## config.mk

```make
export PLATFORM = sky130hd
export DESIGN_NAME = column_fill_tracker
export DESIGN_NICKNAME = d
export VERILOG_FILES = /design/src/rtl/column_fill_tracker.sv
export SDC_FILE = /design/constraint.sdc
export NUM_CORES = 1
export LEC_CHECK = 0
export CAP_MARGIN = 0
export CORE_MARGIN = 2
export CORE_UTILIZATION = 45
export DETAILED_ROUTE_END_ITERATION = 8
export PLACE_DENSITY = 0.73
export SLEW_MARGIN = 15
export SYNTH_ARGS = -nofsm -noshare
export SYNTH_HDL_FRONTEND = slang
export SYNTH_SLANG_ARGS = --single-unit
```

## constraint.sdc

```tcl
create_clock -name clk -period 3.3 [get_ports clk]
set_clock_uncertainty 0.1 [all_clocks]
set_input_delay 0.33 -clock clk [delete_from_list [all_inputs] [get_ports clk]]
set_output_delay 0.33 -clock clk [all_outputs]
set_load 0.05 [all_outputs]
```

## src/rtl/column_fill_tracker.sv

```systemverilog
// Per-column token height tracker for a drop-style game board.
// Accepts one drop or undo per cycle and answers with a registered accept/reject pulse.
module column_fill_tracker #(
  parameter int NUM_COLS = 7,
  parameter int NUM_ROWS = 6,
  parameter int COL_W    = 4,
  parameter int CNT_W    = $clog2(NUM_ROWS + 1),
  parameter int TOT_W    = $clog2(NUM_COLS * NUM_ROWS + 1)
) (
  input  logic                      clk,
  input  logic                      reset,
  input  logic                      clear,
  input  logic                      drop_valid,
  input  logic [COL_W-1:0]          drop_col,
  input  logic                      undo_valid,
  input  logic [COL_W-1:0]          undo_col,
  output logic                      drop_accept,
  output logic                      drop_reject,
  output logic [CNT_W-1:0]          drop_row,
  output logic                      undo_accept,
  output logic                      undo_reject,
  output logic [NUM_COLS*CNT_W-1:0] heights,
  output logic [NUM_COLS-1:0]       col_full,
  output logic [TOT_W-1:0]          total_count,
  output logic                      board_full
);

  localparam logic [CNT_W-1:0] ROWS_C  = CNT_W'(NUM_ROWS);
  localparam logic [TOT_W-1:0] CELLS_C = TOT_W'(NUM_COLS * NUM_ROWS);

  logic [NUM_COLS-1:0]       sel_drop;
  logic [NUM_COLS-1:0]       sel_undo;
  logic [NUM_COLS-1:0]       full_vec;
  logic [NUM_COLS-1:0]       empty_vec;
  logic [NUM_COLS-1:0]       inc_vec;
  logic [NUM_COLS-1:0]       dec_vec;
  logic [NUM_COLS*CNT_W-1:0] heights_q;

  logic                      drop_ok;
  logic                      undo_ok;
  logic [CNT_W-1:0]          drop_old_h;

  logic [TOT_W-1:0]          total_d, total_q;
  logic [CNT_W-1:0]          drop_row_d, drop_row_q;
  logic                      drop_accept_d, drop_accept_q;
  logic                      drop_reject_d, drop_reject_q;
  logic                      undo_accept_d, undo_accept_q;
  logic                      undo_reject_d, undo_reject_q;

  // One height counter per column. Out-of-range indices match no column,
  // so they fall out naturally as rejects.
  genvar gi;
  generate
    for (gi = 0; gi < NUM_COLS; gi++) begin : g_col
      logic [CNT_W-1:0] h_d, h_q;

      assign sel_drop[gi]  = (drop_col == COL_W'(gi));
      assign sel_undo[gi]  = (undo_col == COL_W'(gi));
      assign full_vec[gi]  = (h_q == ROWS_C);
      assign empty_vec[gi] = (h_q == '0);
      assign heights_q[gi*CNT_W +: CNT_W] = h_q;

      always_comb begin
        h_d = h_q;
        if (clear) begin
          h_d = '0;
        end else if (dec_vec[gi]) begin
          h_d = h_q - CNT_W'(1);
        end else if (inc_vec[gi]) begin
          h_d = h_q + CNT_W'(1);
        end
      end

      always_ff @(posedge clk) begin
        if (reset) begin
          h_q <= '0;
        end else begin
          h_q <= h_d;
        end
      end
    end
  endgenerate

  // An undo in the same cycle always wins over a drop, whatever the columns.
  always_comb begin
    undo_ok = ~clear & undo_valid & (|(sel_undo & ~empty_vec));
    drop_ok = ~clear & drop_valid & ~undo_valid & (|(sel_drop & ~full_vec));
    inc_vec = sel_drop & {NUM_COLS{drop_ok}};
    dec_vec = sel_undo & {NUM_COLS{undo_ok}};
  end

  always_comb begin
    drop_old_h = '0;
    for (int c = 0; c < NUM_COLS; c++) begin
      if (sel_drop[c]) begin
        drop_old_h = heights_q[c*CNT_W +: CNT_W];
      end
    end
  end

  always_comb begin
    total_d       = total_q;
    drop_row_d    = drop_row_q;
    drop_accept_d = drop_ok;
    drop_reject_d = ~clear & drop_valid & ~drop_ok;
    undo_accept_d = undo_ok;
    undo_reject_d = ~clear & undo_valid & ~undo_ok;
    if (clear) begin
      total_d    = '0;
      drop_row_d = '0;
    end else if (undo_ok) begin
      total_d = total_q - TOT_W'(1);
    end else if (drop_ok) begin
      total_d    = total_q + TOT_W'(1);
      drop_row_d = drop_old_h;
    end
  end

  always_ff @(posedge clk) begin
    if (reset) begin
      total_q       <= '0;
      drop_row_q    <= '0;
      drop_accept_q <= 1'b0;
      drop_reject_q <= 1'b0;
      undo_accept_q <= 1'b0;
      undo_reject_q <= 1'b0;
    end else begin
      total_q       <= total_d;
      drop_row_q    <= drop_row_d;
      drop_accept_q <= drop_accept_d;
      drop_reject_q <= drop_reject_d;
      undo_accept_q <= undo_accept_d;
      undo_reject_q <= undo_reject_d;
    end
  end

  assign heights     = heights_q;
  assign col_full    = full_vec;
  assign total_count = total_q;
  assign board_full  = (total_q == CELLS_C);
  assign drop_row    = drop_row_q;
  assign drop_accept = drop_accept_q;
  assign drop_reject = drop_reject_q;
  assign undo_accept = undo_accept_q;
  assign undo_reject = undo_reject_q;

endmodule

```

==> results.yml, run 1 <==
setup_path:
  r2r-end: "total_count[5]"
  cp-endpoint: "g_col[5].h_q[2]"
  crit_start: "undo_col[1]"
  path_class: "in -> reg"
  r2r_slack_ps: 310
  worstPathArrival_ps: 3210
  start_kind: "primary input"
  r2r_start: "g_col[5].h_q[2]"
  critPathCaptureType: "flop"
  worst_r2r_path_depth: 11
  crit_required_ps: 3360
  path_max_fanout: 7
yosys:
  synthArstFlopShare: 0
  ys_ff_latch: 34
  synth_nets: 316
  synth_area_per_cell_sq_um: 8.50
  synth_edf_count: 0
  ys_top_cells_by_area: "dfxtp_1, fa_1, nor3_1"
  synth_top_area_share: 0.275
  yosysWarnings: 0
  synthFlopType: "dfxtp_1"
  synth_cell_types: 57
  seq_area_frac_synth: 0.275
  yosysTopAreaCell: "dfxtp_1"
  synth_cells: 291
  netlist_area_sq_um: 2470
timing:
  rsz0062_at_grt: "no"
  final_hold_viol_count: 0
  fmax_mhz: 318
  layout_min_cycle_time_ps: 3150
  report.final.setup_viol: 0
  period_share: 0.953
  tightest_slew_ps: 676
  relSlewSlack: 0.550
  drv_slew: 0
placement:
  dp_hpwl_um: 5180
  dpl-instance-area_sq_um: 3190
  gp_congestion: 0.890
  io_buffers: 54
grt:
  grt_usage: 0.238
  grt_overflow: 0
  grt_pass1_wl_um: 11500
  antenna_found_initial: 0
  grt_pass1_vias: 2357
  grt_max_degree: 35
cells_and_area:
  fin_util: 0.638
  nNetsFinal: 385
  most-common-layout-cells: "clkdlybuf4s50_1, dfxtp_1, nor2_1"
  diodes: 0
  layout_commonest_cell: "clkdlybuf4s50_1"
  area_growth_pct: 34.2
  stdcell_area_sq_um: 3320
  drive_gt1_frac: 0.158
clocking:
  ctsResizeCount: 0
  clock-sinks: 34
  path_clk_slew_ps: 80
  cts_made_buffers: 5
  postCtsSetupBuffers: 0
  clockBufferDepth: 2
  cts_hold_buf: 0
  cts.htree.levels: 2
  insertion_delay_ps: 300
  root_buffer: "clkbuf_8"
  cts_tree: "yes"
power:
  power_density_nw_per_um2: 282
  power_mw: 0.937
  ir_drop_mv: 0.212
  leakage_nw: 1.12
outcome:
  status: "complete, no violations"
die:
  die_y_um: 78.1
  io_pins: 55
  start_util: 0.475
  die_w_um: 78.1
  core_region_area_sq_um: 5200
  dieArea_sq_um: 6100
  rows: 26
route:
  wl_um: 6870
  ant_nets: 0
  viasPerCell: 5.70
  wl_per_cell_um: 15.9
  drc_errors: 0
  dr.pass1.iters: 4
  vias: 2458
  initialDrtViolationCount: 163
flow_run:
  cap_violations: 0
min_path:
  worstHoldPathType: "reg -> reg"
==> per-stage QoR <==
| stage | setup TNS (ps) | hold slack (ps) | cells | worst slack [ps] |
|---|---|---|---|---|
| 2_1_floorplan | 0 | 302 | 291 | 382 |
| 3_3_place_gp | -271 | 393 | 423 | -61.3 |
| 3_5_place_dp | -784 | 394 | 423 | -199 |
| 4_1_cts | 0 | 406 | 431 | 106 |
| 5_1_grt | 0 | 441 | 431 | 18.9 |
| 6_report | 0 | 405 | 431 | 155 |
==> how the worst min path moves through the flow <==
stage | slack, ps | cells after the start | start | to
final | 410 | 2 | drop_row[1] | drop_row[1]
after global routing | 440 | 2 | drop_row[1] | drop_row[1]
after CTS | 410 | 2 | drop_row[1] | drop_row[1]
after detailed placement | 390 | 2 | drop_row[1] | drop_row[1]
after global placement | 390 | 2 | drop_row[1] | drop_row[1]
after floorplan | 300 | 1 | reset | drop_accept
==> critical path: stages <==
cell and delay (ps):
clkdlybuf4s50_1 480, or4b_1 610, o2bb2ai_2 220, o311ai_2 160, inv_2 170, buf_4 130, nand2_1 70, fa_1 370
nor4_1 370, o21ai_0 130, nor3b_1 150
==> cells by family after synthesis <==
logic type / count (synthesis) / synth area share
AOI/OAI and AO/OA: 51 / 0.169
xor gates and xnor gates: 8 / 0.0283
adders and majority gates: 12 / 0.0850
buffers and inverters: 40 / 0.0769
DFF: 34 / 0.275
muxes: 6 / 0.0364
and+or+nand+nor: 140 / 0.329
==> layer usage <==
metal	global-route usage	wire (um)	vias up
met2	0.383	3310	79
met4	0.0930	95	0
met1	0.323	3080	1179
li1	-	-	1190
met5	0	0	-
met3	0.0356	372	10
==> registers in the layout, summed over array words and instances, names as in the netlist <==
register / count
g_col.h_q: 21
undo_accept: 1
undo_reject: 1
drop_reject: 1
total_count: 6
drop_accept: 1
drop_row: 3
==> Yosys cell counts, drive strengths merged (2+ instances only) <==
master and count:
o32ai 2, nor4bb 3, ha 4, o31ai 5, clkbuf 5, inv 26
nor4b 7, o21ai 9, or4b 2, o22ai 5, o21a 7, nand3b 2
nand3 7, nor3b 5, or3 5, and3 4, nor3 30, a211oi 4
xnor2 8, dfxtp 34, nand4bb 2, nand2 19, buf 9, and3b 4
mux2i 3, nor2 34, mux4 2, fa 8, nor4 5, a21oi 9
nand2b 2, or2 5
==> power breakdown <==
group | total [mW] | internal [mW] | switching (mW)
clock network | 0.398 | 0.225 | 0.174
registers | 0.414 | 0.412 | 0.00176
logic | 0.124 | 0.0520 | 0.0724
total | 0.937 | 0.689 | 0.248
==> layout make-up <==
type	instances	area [sq um]
Clock buffer	5	68.8
Clock inverter	3	45.0
Fill cell	489	1890
Inverter	26	97.6
Multi-Input combinational cell	217	1620
Sequential cell	34	681
Tap cell	70	87.6
Timing Repair Buffer	76	718
Note: power is estimated with default switching activity, not from simulation.
==> inputs of run 2 (changes only) <==
--- a/config.mk
+++ b/config.mk
@@ -7,9 +7,10 @@
 export LEC_CHECK = 0
 export CAP_MARGIN = 0
 export CORE_MARGIN = 2
-export CORE_UTILIZATION = 45
+export CORE_UTILIZATION = 51
+export CTS_CLUSTER_SIZE = 8
 export DETAILED_ROUTE_END_ITERATION = 8
-export PLACE_DENSITY = 0.73
+export PLACE_DENSITY = 0.81
 export SLEW_MARGIN = 15
 export SYNTH_ARGS = -nofsm -noshare
 export SYNTH_HDL_FRONTEND = slang
==> results.yml, run 2 (same netlist as run 1, synthesis figures left out) <==
power:
  power_mw: 1.02
  ir_drop_mv: 0.234
  power_density_nw_per_um2: 309
  leakage_nw: 1.13
cells_and_area:
  stdcell_area_sq_um: 3310
  most-common-layout-cells: "clkdlybuf4s50_1, dfxtp_1, nor2_1"
  num-fill-cells: 383
  largest_reg_flops: 21
  area_growth_pct: 33.7
  largest-register: "g_col.h_q"
  drive_gt1_frac: 0.156
  diodes: 0
  nNetsFinal: 384
  layout_commonest_cell: "clkdlybuf4s50_1"
  fin_util: 0.705
die:
  dieArea_sq_um: 5420
  rows: 25
  start_util: 0.527
  die_w_um: 73.6
  die_y_um: 73.6
  io_pins: 55
  core_region_area_sq_um: 4690
setup_path:
  worstPathArrival_ps: 3190
  critPathCaptureType: "flop"
  start_kind: "primary input"
  slowest_stage: "or4b_1"
  crit_required_ps: 3360
  critPathMaxStageDelay_ps: 620
  path_class: "in -> reg"
  path_max_fanout: 15
  crit_chain: "clkdlybuf4s50_1 -> or4b_1 -> o2bb2ai_2 -> o311ai_2 -> buf_4 -> or2_2 -> fa_1 -> nor3_1 -> o21a_1 -> nor3_1"
  crit_top_cell: "nor3_1"
route:
  wl_um: 6870
  dr.pass1.iters: 5
  ant_nets: 0
  initialDrtViolationCount: 181
  wl_per_cell_um: 16.6
  vias: 2529
  viasPerCell: 6.11
  drc_errors: 0
timing:
  rsz0062_at_grt: "no"
  fmax_mhz: 319
  period_share: 0.950
  relSlewSlack: 0.549
  tns_ps: 0
  final_hold_viol_count: 0
  drv_slew: 0
  tightest_slew_ps: 677
  layout_min_cycle_time_ps: 3130
  report.final.setup_viol: 0
min_path:
  worstHoldPathType: "reg -> reg"
clocking:
  clockBufferDepth: 2
  cts_made_buffers: 5
  clock-sinks: 34
  insertion_delay_ps: 290
  cts.htree.levels: 2
  postCtsSetupBuffers: 0
  path_clk_slew_ps: 70
  cts_tree: "yes"
  root_buffer: "clkbuf_8"
grt:
  antenna_found_initial: 0
  grt_pass1_wl_um: 11200
  grt_max_degree: 35
  grt_pass1_vias: 2328
  grt_overflow: 0
  grt_usage: 0.268
flow_run:
  cap_violations: 0
outcome:
  status: "complete, no violations"
placement:
  gp_congestion: 0.894
  dpl-instance-area_sq_um: 3150
  dp_hpwl_um: 4980
  io_buffers: 54
-- run 2: final timing paths --
path | slack [ps] | cells after the start | start | to
worst min-delay path | 400 | 2 | drop_row[0] | drop_row[0]
worst min register to register | 400 | 2 | drop_row[0] | drop_row[0]
worst max-delay path | 170 | 10 | undo_col[1] | g_col[4].h_q[2]
worst max register to register | 360 | 11 | g_col[5].h_q[2] | total_count[5]
-- run 2: cell type report --
cell class / instances / area [sq um] / share of cell area
multi-input cells: 217 / 1620 / 0.490
repair buffers: 75 / 698 / 0.211
flip-flops and latches: 34 / 681 / 0.206
inverters: 26 / 97.6 / 0.0295
clock buffers: 6 / 82.6 / 0.0250
well taps: 54 / 67.6 / 0.0204
clock inverters: 2 / 60.1 / 0.0182
-- run 2: where the power goes --
group	switching, mW	internal, mW
Combinational	0.0723	0.0499
Sequential	0.00174	0.413
Clock	0.163	0.322
-- run 2: layer usage --
metal / global-route usage / routed length [um] / vias to the layer above
met5: 0 / 0 / -
met4: 0.0990 / 115 / 0
met3: 0.0549 / 420 / 17
met2: 0.424 / 3420 / 108
met1: 0.361 / 2920 / 1212
li1: - / - / 1192
-- run 2: what timing repair did --
action / CTS / global route
resized for setup: 0 / 4
endpoints found under the setup margin: 0 / 4
hold buffers: 0 / 0
-- run 2: stage by stage --
stage	setup slack, ps	std cells	hold WS, ps
2_1_floorplan	382	291	302
3_3_place_gp	-27.3	406	390
3_5_place_dp	-85.1	406	393
4_1_cts	195	414	403
5_1_grt	1.55	414	436
6_report	165	414	399
-- run 2: worst max-delay path: cells and delay by family --
kind / cells / cell delay, ps
adders and majority gates: 1 / 380
and+or+nand+nor: 4 / 1250
AOI/OAI and AO/OA: 3 / 510
buffers and inverters: 2 / 720
==> inputs of run 3 (changes only) <==
==> constraint.sdc (replaced) <==
create_clock -name clk -period 3.3 [get_ports clk]
set_clock_uncertainty 0.1 [all_clocks]
set_input_delay 0.66 -clock clk [delete_from_list [all_inputs] [get_ports clk]]
set_output_delay 0.66 -clock clk [all_outputs]
set_load 0.05 [all_outputs]
==> results.yml, run 3 (same netlist as run 1, synthesis figures left out) <==
route:
  maxUsedRoutingLayer: "met4"
  wl_um: 7440
  drc_errors: 0
  dr_wl_met3_um: 462
  dr.pass1.iters: 4
  dr_wl_met2_um: 3570
  vias: 2576
  drt-met1-wl_um: 3210
  ant_nets: 0
  initialDrtViolationCount: 192
  wl_per_cell_um: 17.2
  viasPerCell: 5.96
power:
  clockPowerShare: 0.374
  leakage_nw: 1.24
  p_sw_mw: 0.240
  ir_drop_mv: 0.237
  swShare: 0.274
  combPwrFrac: 0.153
  power_frac_seq: 0.473
  power_density_nw_per_um2: 251
  internal_power_mw: 0.636
timing:
  period_share: 0.982
  relSlewSlack: 0.529
  layout_min_cycle_time_ps: 3240
  drv_slew: 0
  tns_ps: 0
  rsz0062_at_grt: "yes"
  final_hold_viol_count: 0
  fmax_mhz: 309
  tightest_slew_ps: 707
  report.final.setup_viol: 0
  timing.final.ws_setup_ps: 59.0
grt:
  antenna_found_initial: 0
  grt_pass1_wl_um: 11800
  grt_pass1_vias: 2570
  grt_max_degree: 35
  grt_overflow: 0
  grt_usage: 0.285
cells_and_area:
  drive_gt1_frac: 0.220
  layout_commonest_cell: "clkdlybuf4s50_1"
  area_growth_pct: 41.4
  instances_no_fill: 432
  most-common-layout-cells: "clkdlybuf4s50_1, buf_4, dfxtp_1"
  largest-register: "g_col.h_q"
  stdcell_area_sq_um: 3500
  nNetsFinal: 402
  largest_reg_flops: 21
  diodes: 0
clocking:
  path_clk_slew_ps: 70
  insertion_delay_ps: 300
  cts_tree: "yes"
  clock-sinks: 34
  clockBufferDepth: 2
  cts_made_buffers: 5
  cts.htree.levels: 2
  root_buffer: "clkbuf_8"
setup_path:
  path_class: "in -> reg"
  critPathMaxStageDelay_ps: 410
  crit_chain: "dlygate4sd2_1 -> nor4_1 -> o32ai_4 -> o311ai_4 -> inv_2 -> buf_4 -> ha_1 -> nand2_1 -> a2bb2oi_2 -> a21oi_1 -> nor3b_2 -> o21a_1 -> nor3_1"
  crit_required_ps: 3350
  start_kind: "primary input"
  path_max_fanout: 7
  slowest_stage: "nor4_1"
  worstPathArrival_ps: 3300
  critPathCaptureType: "flop"
  r2r_slack_ps: 290
placement:
  dp_hpwl_um: 5280
  io_buffers: 54
  dp_slack_ps: -552
  dp.cells: 420
  dpl-instance-area_sq_um: 3260
  gp_congestion: 0.932
outcome:
  status: "complete, no violations"
min_path:
  worstHoldPathType: "reg -> reg"
die:
  dieArea_sq_um: 5420
  io_pins: 55
  die_y_um: 73.6
  start_util: 0.527
  die_w_um: 73.6
  rows: 25
  core_region_area_sq_um: 4690
flow_run:
  cap_violations: 0
run 3: changes by cell type in the layout (fill, tap and decap cells not counted), sizes merged:
| cell | previous run | this run |
|---|---|---|
| dlymetal6s2s | 0 | 1 |
| clkinv | 0 | 1 |
| buf | 21 | 39 |
| clkdlybuf4s50 | 54 | 50 |
| clkbuf | 6 | 7 |
| bufinv | 2 | 0 |
| dlygate4sd2 | 0 | 3 |
run 3: layer usage:
metal / vias up / GRT usage
met5: - / 0
met1: 1241 / 0.365
li1: 1221 / -
met2: 94 / 0.454
met4: 0 / 0.137
met3: 20 / 0.0604
run 3: final timing paths:
kind,cells after the start,start,to
max,13,undo_col[0],total_count[5]
min,2,drop_row[0],drop_row[0]
max reg2reg,12,g_col[5].h_q[2],total_count[5]
min reg2reg,2,drop_row[0],drop_row[0]
run 3: worst max-delay path, delay by kind of cell:
family	cells	cell delay [ps]
fa+ha+maj	1	280
buf+inv	3	570
simple gates	4	770
compound gates	5	1010
run 3: through the flow:
stage                     utilization  hold slack (ps)  power [mW]
after floorplan                     -              602       0.499
after global placement          0.695              389       0.545
after detailed placement        0.695              400       0.547
after CTS                       0.740              410       0.873
after global routing            0.745              447       0.905
final                           0.745              416       0.877
run 3: power by group through the flow:
stage / clock [mW] / sequential, mW / combinational (mW)
finish: 0.328 / 0.414 / 0.134
global route: 0.349 / 0.414 / 0.141
CTS: 0.330 / 0.414 / 0.128
detailed placement: 0 / 0.424 / 0.123
global placement: 0 / 0.424 / 0.122
floorplan: 0 / 0.432 / 0.0662
run 3: area by class of cell:
type | count | area (sq um)
clock buffer | 7 | 86.3
clock inverter | 1 | 5.00
fill | 355 | 1200
inverter | 26 | 97.6
multi-input combinational | 217 | 1710
sequential | 34 | 681
tap | 54 | 67.6
timing repair buffer | 93 | 848
run 3: what timing repair did:
action	4_1_cts	5_1_grt
setup endpoints to repair	14	9
buffers inserted	4	0
resized for setup	18	6
pin swaps	4	1
hold buffers	0	0
